--- src/rtl/des_key_sched_seq.sv ---
`default_nettype none
// ============================================================================
// Module      : des_key_sched_seq
// Description : Sequential DES key schedule, one subkey per handshake,
//               K1..K16 (encrypt) or K16..K1 (decrypt) without a subkey store.
// Revision    : 1.0 - initial release
// ============================================================================
module des_key_sched_seq (
    input  logic        clk,
    input  logic        rst,
    input  logic        start,
    input  logic        decrypt,
    input  logic [32:1] key_high,
    input  logic [32:1] key_low,
    output logic [48:1] subkey,
    output logic [5:1]  subkey_round,
    output logic        subkey_valid,
    input  logic        subkey_ready,
    output logic        busy,
    output logic        done
);

    localparam int C_PC1 [56] = '{
        57, 49, 41, 33, 25, 17,  9,  1, 58, 50, 42, 34, 26, 18,
        10,  2, 59, 51, 43, 35, 27, 19, 11,  3, 60, 52, 44, 36,
        63, 55, 47, 39, 31, 23, 15,  7, 62, 54, 46, 38, 30, 22,
        14,  6, 61, 53, 45, 37, 29, 21, 13,  5, 28, 20, 12,  4};

    localparam int C_PC2 [48] = '{
        14, 17, 11, 24,  1,  5,  3, 28, 15,  6, 21, 10,
        23, 19, 12,  4, 26,  8, 16,  7, 27, 20, 13,  2,
        41, 52, 31, 37, 47, 55, 30, 40, 51, 45, 33, 48,
        44, 49, 39, 56, 34, 53, 46, 42, 50, 36, 29, 32};

    typedef enum logic [0:0] {
        S_IDLE = 1'b0,
        S_RUN  = 1'b1
    } state_t;

    state_t      r_state;
    state_t      w_state_next;
    logic        r_mode;
    logic [56:1] r_cd;
    logic [64:1] w_key;
    logic [56:1] w_pc1;
    logic [56:1] w_next_cd;
    logic [48:1] w_next_subkey;
    logic        w_rot_two;
    logic        w_last;
    logic        w_unused_parity;

    function automatic logic [28:1] rotl28(input logic [28:1] v, input logic two);
        return two ? {v[26:1], v[28:27]} : {v[27:1], v[28]};
    endfunction

    function automatic logic [28:1] rotr28(input logic [28:1] v, input logic two);
        return two ? {v[2:1], v[28:3]} : {v[1], v[28:2]};
    endfunction

    // Rounds 1, 2, 9 and 16 rotate by one; all others by two.
    function automatic logic shift_is_two(input logic [5:1] r);
        return !((r == 5'd1) || (r == 5'd2) || (r == 5'd9) || (r == 5'd16));
    endfunction

    // DES numbers key bits MSB-first: DES bit i lives at w_key[65-i].
    assign w_key = {key_high, key_low};
    assign w_unused_parity = ^{w_key[57], w_key[49], w_key[41], w_key[33],
                               w_key[25], w_key[17], w_key[9],  w_key[1]};

    for (genvar j = 1; j <= 56; j++) begin : g_pc1
        assign w_pc1[57-j] = w_key[65-C_PC1[j-1]];
    end

    for (genvar j = 1; j <= 48; j++) begin : g_pc2
        assign w_next_subkey[49-j] = w_next_cd[57-C_PC2[j-1]];
    end

    always_comb begin
        w_rot_two = r_mode ? shift_is_two(subkey_round)
                           : shift_is_two(subkey_round + 5'd1);
        w_next_cd = r_cd;
        if (r_state == S_IDLE) begin
            // Decrypt starts from C0/D0 directly since the shifts total 28.
            w_next_cd = decrypt ? w_pc1
                                : {rotl28(w_pc1[56:29], 1'b0), rotl28(w_pc1[28:1], 1'b0)};
        end else if (r_mode) begin
            w_next_cd = {rotr28(r_cd[56:29], w_rot_two), rotr28(r_cd[28:1], w_rot_two)};
        end else begin
            w_next_cd = {rotl28(r_cd[56:29], w_rot_two), rotl28(r_cd[28:1], w_rot_two)};
        end
    end

    always_comb begin
        w_state_next = r_state;
        w_last       = r_mode ? (subkey_round == 5'd1) : (subkey_round == 5'd16);
        case (r_state)
            S_IDLE:  if (start) w_state_next = S_RUN;
            S_RUN:   if (subkey_ready && w_last) w_state_next = S_IDLE;
            default: w_state_next = S_IDLE;
        endcase
    end

    always_ff @(posedge clk) begin
        if (rst) begin
            r_state      <= S_IDLE;
            r_mode       <= 1'b0;
            r_cd         <= '0;
            subkey       <= '0;
            subkey_round <= '0;
            subkey_valid <= 1'b0;
            busy         <= 1'b0;
            done         <= 1'b0;
        end else begin
            r_state <= w_state_next;
            done    <= 1'b0;
            if (r_state == S_IDLE) begin
                if (start) begin
                    r_mode       <= decrypt;
                    r_cd         <= w_next_cd;
                    subkey       <= w_next_subkey;
                    subkey_round <= decrypt ? 5'd16 : 5'd1;
                    subkey_valid <= 1'b1;
                    busy         <= 1'b1;
                end
            end else if (subkey_ready) begin
                if (w_last) begin
                    subkey       <= '0;
                    subkey_round <= '0;
                    subkey_valid <= 1'b0;
                    busy         <= 1'b0;
                    done         <= 1'b1;
                end else begin
                    r_cd         <= w_next_cd;
                    subkey       <= w_next_subkey;
                    subkey_round <= r_mode ? (subkey_round - 5'd1) : (subkey_round + 5'd1);
                end
            end
        end
    end

endmodule
`default_nettype wire

--- config.mk ---
export PLATFORM = sky130hd
export DESIGN_NAME = des_key_sched_seq
export DESIGN_NICKNAME = d
export VERILOG_FILES = /design/src/rtl/des_key_sched_seq.sv
export SDC_FILE = /design/constraint.sdc
export NUM_CORES = 1
export LEC_CHECK = 0
export ABC_AREA = 0
export BUFFER_PORTS_ARGS = -buffer_cell sky130_fd_sc_hd__clkbuf_2
export CAP_MARGIN = 10
export CORE_ASPECT_RATIO = 1.5
export CORE_UTILIZATION = 49
export CTS_CLUSTER_DIAMETER = 30
export CTS_CLUSTER_SIZE = 12
export DETAILED_ROUTE_END_ITERATION = 8
export PLACE_DENSITY_LB_ADDON = 0.15
export SYNTH_ARGS = -nofsm -noshare
export SYNTH_HDL_FRONTEND = slang
export SYNTH_SLANG_ARGS = --single-unit
--- constraint.sdc ---
create_clock -name clk -period 2.6 [get_ports clk]
set_clock_uncertainty 0.15 [all_clocks]
set_input_delay 0.52 -clock clk [delete_from_list [all_inputs] [get_ports clk]]
set_output_delay 0.52 -clock clk [all_outputs]
set_load 0.03 [all_outputs]
* After elaboration in Yosys (flattened, before gate mapping)
Index checks and enable logic that the tools add are counted.
Operators by class: $add $sub $neg 2, multiply operators 0, div/mod/pow operators 0, $lt $le $gt $ge 0, equality and inequality tests 11, shifts and indexed selects 0, multiplexer cells 31, bitwise logic cells 2, reductions and logical operators 15
Operator list (number):
- 56-bit 2-to-1 mux | 7
- 48-bit 2-to-1 mux | 4
- 28-bit 2-to-1 mux | 4
- 5-bit 2-to-1 mux | 6
- 5-bit by 1-bit == test with 1-bit output (second input constant) | 2
- 5-bit by 2-bit == test with 1-bit output (second input constant) | 2
- 5-bit by 4-bit == test with 1-bit output (second input constant) | 2
- 5-bit == test (second input constant) | 2
- 1-bit 2-to-1 mux | 9
- 1-bit logical OR | 6
- 3-bit AND reduction | 2
- 5-bit by 1-bit adder with 5-bit output (second input constant) | 1
- 5-bit by 1-bit subtractor with 5-bit output (second input constant) | 1
- 2-bit != test (second input constant) | 2
- 2-bit AND reduction | 2
- 3-bit OR reduction | 1
- 1-bit zero test | 2
- 2-bit by 1-bit != test with 1-bit output (second input constant) | 1
- 1-bit NOT | 2
- 1-bit one-hot mux with 2 select lines | 1
- 2-bit nonzero test | 1
- 1-bit logical AND | 1
Storage, ports and cells: bits in registers 113, bits in latches 0, bits in writable memories 0, ROM bits 0, input port bits 69, output and inout port bits 56, word-level logic and storage cells 68, memories 0

* Logic depth before layout (Yosys ltp)
word-level depth 13, mapped depth 10, depth with buffers taken out 8

* Least setup slack after synthesis
No wires, ideal clock.
path kind reg2reg, start point reg subkey_round[1] (netlist bit), end point reg r_cd[52] (netlist bit), data arrival time 2.228 ns, required time 2.358 ns, setup slack 0.130 ns, stages on the path, launching flop included 11, buffers on the path 2, cell sequence dfxtp_1 > inv_1 > ha_1 > mux2i_1 > o22a_2 > buf_4 > buf_2 > nand2_1 > nand3_1 > nand3_2 > o32ai_1
On the way: longest elaborated chain between the ends 13, elaborated cells between the ends (all ways) 29, classes of those cells 1 x add/sub; 9 x eq/ne; 10 x mux; 9 x reduce/logical
RTL lines:
- from (decl) | line 16 | output logic [5:1] subkey_round,
- from (signal assigned) | line 121 | subkey_round <= decrypt ? 5'd16 : 5'd1;
- from (signal assigned) | line 135 | subkey_round <= r_mode ? (subkey_round - 5'd1) : (subkey_round + 5'd1);
- 5-bit by 1-bit adder with 5-bit output | line 80 | : shift_is_two(subkey_round + 5'd1);
- 5-bit by 1-bit == test with 1-bit output / 5-bit by 2-bit == test with 1-bit output (equally long branches) | line 62 | return !((r == 5'd1) || (r == 5'd2) || (r == 5'd9) || (r == 5'd16));
- 1-bit logical OR (3 in a row) | line 62
- 1-bit zero test | line 62
- 1-bit 2-to-1 mux | line 79 | w_rot_two = r_mode ? shift_is_two(subkey_round)
- 28-bit 2-to-1 mux, on equally long branches | line 53, 57
- 56-bit 2-to-1 mux | line 86 | end else if (r_mode) begin
- 56-bit 2-to-1 mux | line 82 | if (r_state == S_IDLE) begin
- 56-bit 2-to-1 mux | line 126 | if (w_last) begin
- 56-bit 2-to-1 mux | line 125 | end else if (subkey_ready) begin
- 56-bit 2-to-1 mux | line 116 | if (r_state == S_IDLE) begin
- to (signal assigned) | line 119 | r_cd <= w_next_cd;
- to (signal assigned) | line 133 | r_cd <= w_next_cd;
- to (decl) | line 43 | logic [56:1] r_cd;
Several ways; a longest one is shown, not always the timed one. The select of a mux whose other input is x is not followed. A chain may end at the register's enable or synchronous reset.

* Worst setup path in the final report
start point reg subkey_round[1] (netlist bit), end point reg r_cd[1] (netlist bit)
The elaborated chain is that of the path after synthesis.

==> reports/qor.yml <==
status:
  status: "completed"
cells_and_area:
  diodes: 0
  area_delta_synth_final_pct: 21.42
  fin_nets: 1202
  final_area_um2: 9129
  fillCellCount: 1421
  regArea_um2: 2270
  drive_above_1_share_pct: 21.67
  multi_input_area_um2: 4858
placement:
  place_congestion: 0.8741
  dp_hpwl_um: 15410
  port_buffers: 116
  placed_area_um2: 8392
setup_path:
  critPathLaunchType: "flop"
  setup.worst_path.start: "subkey_round[1]$_SDFFE_PP0P_"
  r2r-start: "subkey_round[1]$_SDFFE_PP0P_"
  worstPathArrival_ps: 2620
  path_class: "reg2reg"
  cp_max_fo: 22
  endpoint_kind: "flop"
  critPathRequiredTime_ps: 2710
pwr:
  p_clk_share_pct: 39.4
  combPwrFrac_pct: 27.1
  p_switching_w: 0.002087
  intPower_w: 0.004178
  p_sw_share_pct: 33.31
  static-leakage-power_nw: 3.781
  power_density_nw_per_um2: 686.2
  p_seq_share_pct: 33.5
  ir_worst_vdd_mv: 0.3547
grt:
  grt_pass1_vias: 7558
  grt_overflow: 0
  grt_first_pass_wirelength_um: 37180
  grt_usage_pct: 29.38
  grt_start_max_net_pins: 117
  antenna_found_initial: 0
die:
  rows: 55
  die_x_um: 103.1
  start_util_pct: 49.89
  io-pin-count: 125
  die_area_um2: 15850
  die_y_um: 153.7
  core_um2: 15070
clocking:
  path_clk_slew_ps: 60
  insertion_delay_ps: 410
  tritoncts: "done"
  holdBufCountCts: 0
  cts.sinks: 113
  cts_buffer_depth: 2
  cts_max_level: 4
  cts_buffers: 17
  cts_root_buffer: "clkbuf_16"
synthesis:
  synth_area_um2: 7518
  yosys_most_used_dff: "dfxtp_1"
  synthesis.nets: 1112
  ys_seq_area_share_pct: 30.09
  async_reset_ff_share_pct: 0
  ys_seq_elements: 113
  yosysWarnings: 0
  synth-edff-count: 0
  synth.distinct_cells: 54
  syn_inst: 1037
  syn_area_per_cell_um2: 7.250
sta:
  slew_headroom_pct: 52.02
  rsz0062_at_grt: "no"
  setup_tns_ps: 0
  timing.final.crit_share_pct: 96.34
  tightest_slew_ps: 719.8
  final.min_clock_period_ps: 2505
  hold-worst-slack_ps: 194.3
  finalSetupViolations: 0
  hold_viol_final: 0
  fmax_mhz: 399.2
  final_max_slew_viol_count: 0
drt:
  drt-initial-drc-count: 477
  first_pass_iters: 5
  vias: 8088
  via_per_inst: 6.040
  route.detailed.wl_per_inst_um: 17.27
  antenna_left: 0
  wl_um: 23130
  drc_errors: 0
min_path:
  holdCritStartpoint: "start"
  min_path_type: "in2reg"
job:
  cap_viol_max_count: 0
==> area by class of cell <==
| cell class | count | share of cell area, % |
|---|---|---|
| multi-input cells | 821 | 53.22 |
| flip-flops and latches | 113 | 24.86 |
| repair buffers | 171 | 12.38 |
| clock buffers | 21 | 4.934 |
| well taps | 199 | 2.728 |
| clock inverters | 11 | 1.754 |
| inverters | 3 | 0.1234 |
==> what timing repair did <==
item / in CTS / in global routing
gates cloned: 0 / 1
pin swaps: 0 / 2
endpoints found under the setup margin: 2 / 69
resized for setup: 1 / 14
hold endpoints to repair: 0 / 0
buffers inserted: 0 / 4
==> per-layer routing <==
layer  GRT usage (%)  vias to the layer above  share of wire, %
met4           11.20                        0               2.6
met2           52.51                      253                52
li1                -                     3949                 -
met3           3.955                       39               4.5
met1           34.74                     3847                41
met5               0                        -                 0
==> worst max-delay path: stages (launching register included) <==
cell and delay (ps):
dfxtp_2 350, ha_1 280, nor3_1 290, o32ai_4 180, buf_4 190, clkbuf_16 180, and3_1 180, o311ai_1 400
a211oi_1 140
==> synth_stat cells, types with 2 or more instances <==
master / number / area (um^2)
a21oi_1: 69 / 345.3
nor2_1: 192 / 720.7
buf_4: 13 / 97.59
dfxtp_1: 113 / 2262
or3_1: 12 / 75.07
o22ai_1: 19 / 118.9
buf_6: 3 / 33.78
inv_1: 3 / 11.26
a31oi_1: 15 / 93.84
nor3_1: 19 / 95.09
nor2b_1: 4 / 25.02
o21ai_0: 45 / 225.2
mux2_2: 3 / 33.78
a211oi_1: 35 / 262.8
a31o_2: 7 / 61.31
nand2_2: 3 / 18.77
nand3_2: 2 / 20.02
ha_1: 6 / 75.07
mux2i_1: 58 / 580.6
o211ai_1: 7 / 52.55
and3_1: 37 / 231.5
a21boi_0: 37 / 277.8
o311ai_1: 38 / 332.8
o2111ai_1: 2 / 17.52
buf_2: 22 / 110.1
nand2b_1: 3 / 18.77
clkbuf_1: 54 / 202.7
nand3b_1: 2 / 15.01
o22a_1: 3 / 26.28
buf_1: 7 / 26.28
a22oi_1: 2 / 15.01
or2_2: 8 / 50.05
nand3_1: 48 / 240.2
o32ai_1: 12 / 105.1
a2111o_1: 2 / 22.52
xnor2_1: 2 / 17.52
nand2_1: 113 / 424.2
==> worst paths after layout <==
kind         slack (ps)              endpoint  cells after the start
max                 100  r_cd[1]$_SDFFE_PP0P_                      8
min                 190    r_state$_SDFF_PP0_                      2
max reg2reg         100  r_cd[1]$_SDFFE_PP0P_                      8
min reg2reg         350     busy$_SDFFE_PP0P_                      2
==> power groups by stage <==
stage          registers (W)  clock network, W  logic, W
2_1_floorplan        0.00223                 0   0.00103
3_3_place_gp         0.00213                 0   0.00161
3_5_place_dp         0.00213                 0   0.00163
4_1_cts              0.00209           0.00248   0.00164
5_1_grt              0.00212           0.00256   0.00186
6_report             0.00210           0.00247   0.00170
==> cell families after synthesis <==
| family | synth area share, % |
|---|---|
| fa+ha+maj | 0.9985 |
| mux | 8.171 |
| xor+xnor | 0.2330 |
| simple gates | 26.44 |
| flops | 30.09 |
| compound gates | 27.46 |
| buf+inv | 6.607 |
==> registers in the layout (all words and copies together) (netlist names) <==
name          cells
subkey_round      5
busy              1
r_mode            1
done              1
subkey           48
r_cd             56
r_state           1
==> metrics by stage <==
step	worst slack, ps	instances	util (%)	total power, W
floorplan	130.1	1037	-	0.003260
global placement	73.94	1302	55.68	0.003738
detailed placement	34.81	1302	55.68	0.003758
CTS	52.22	1334	59.78	0.006212
global route	16.12	1339	60.57	0.006544
finish	95.05	1339	60.57	0.006265
==> cell usage in the layout, fill, tap and decap left out, types with 8 or more instances in the layout <==
cell	n
a21boi_0	37
a211oi_1	35
nor3_1	19
buf_12	9
buf_4	45
o32ai_1	12
mux2i_1	57
dfxtp_1	109
nor2_1	190
a31oi_1	15
nand3_1	48
o21ai_0	45
clkbuf_2	114
a21oi_1	68
o311ai_1	33
clkbuf_16	18
o22ai_1	19
or2_2	8
nand2_1	113
or3_1	12
and3_1	37
Power figures use the tool's default switching activity.
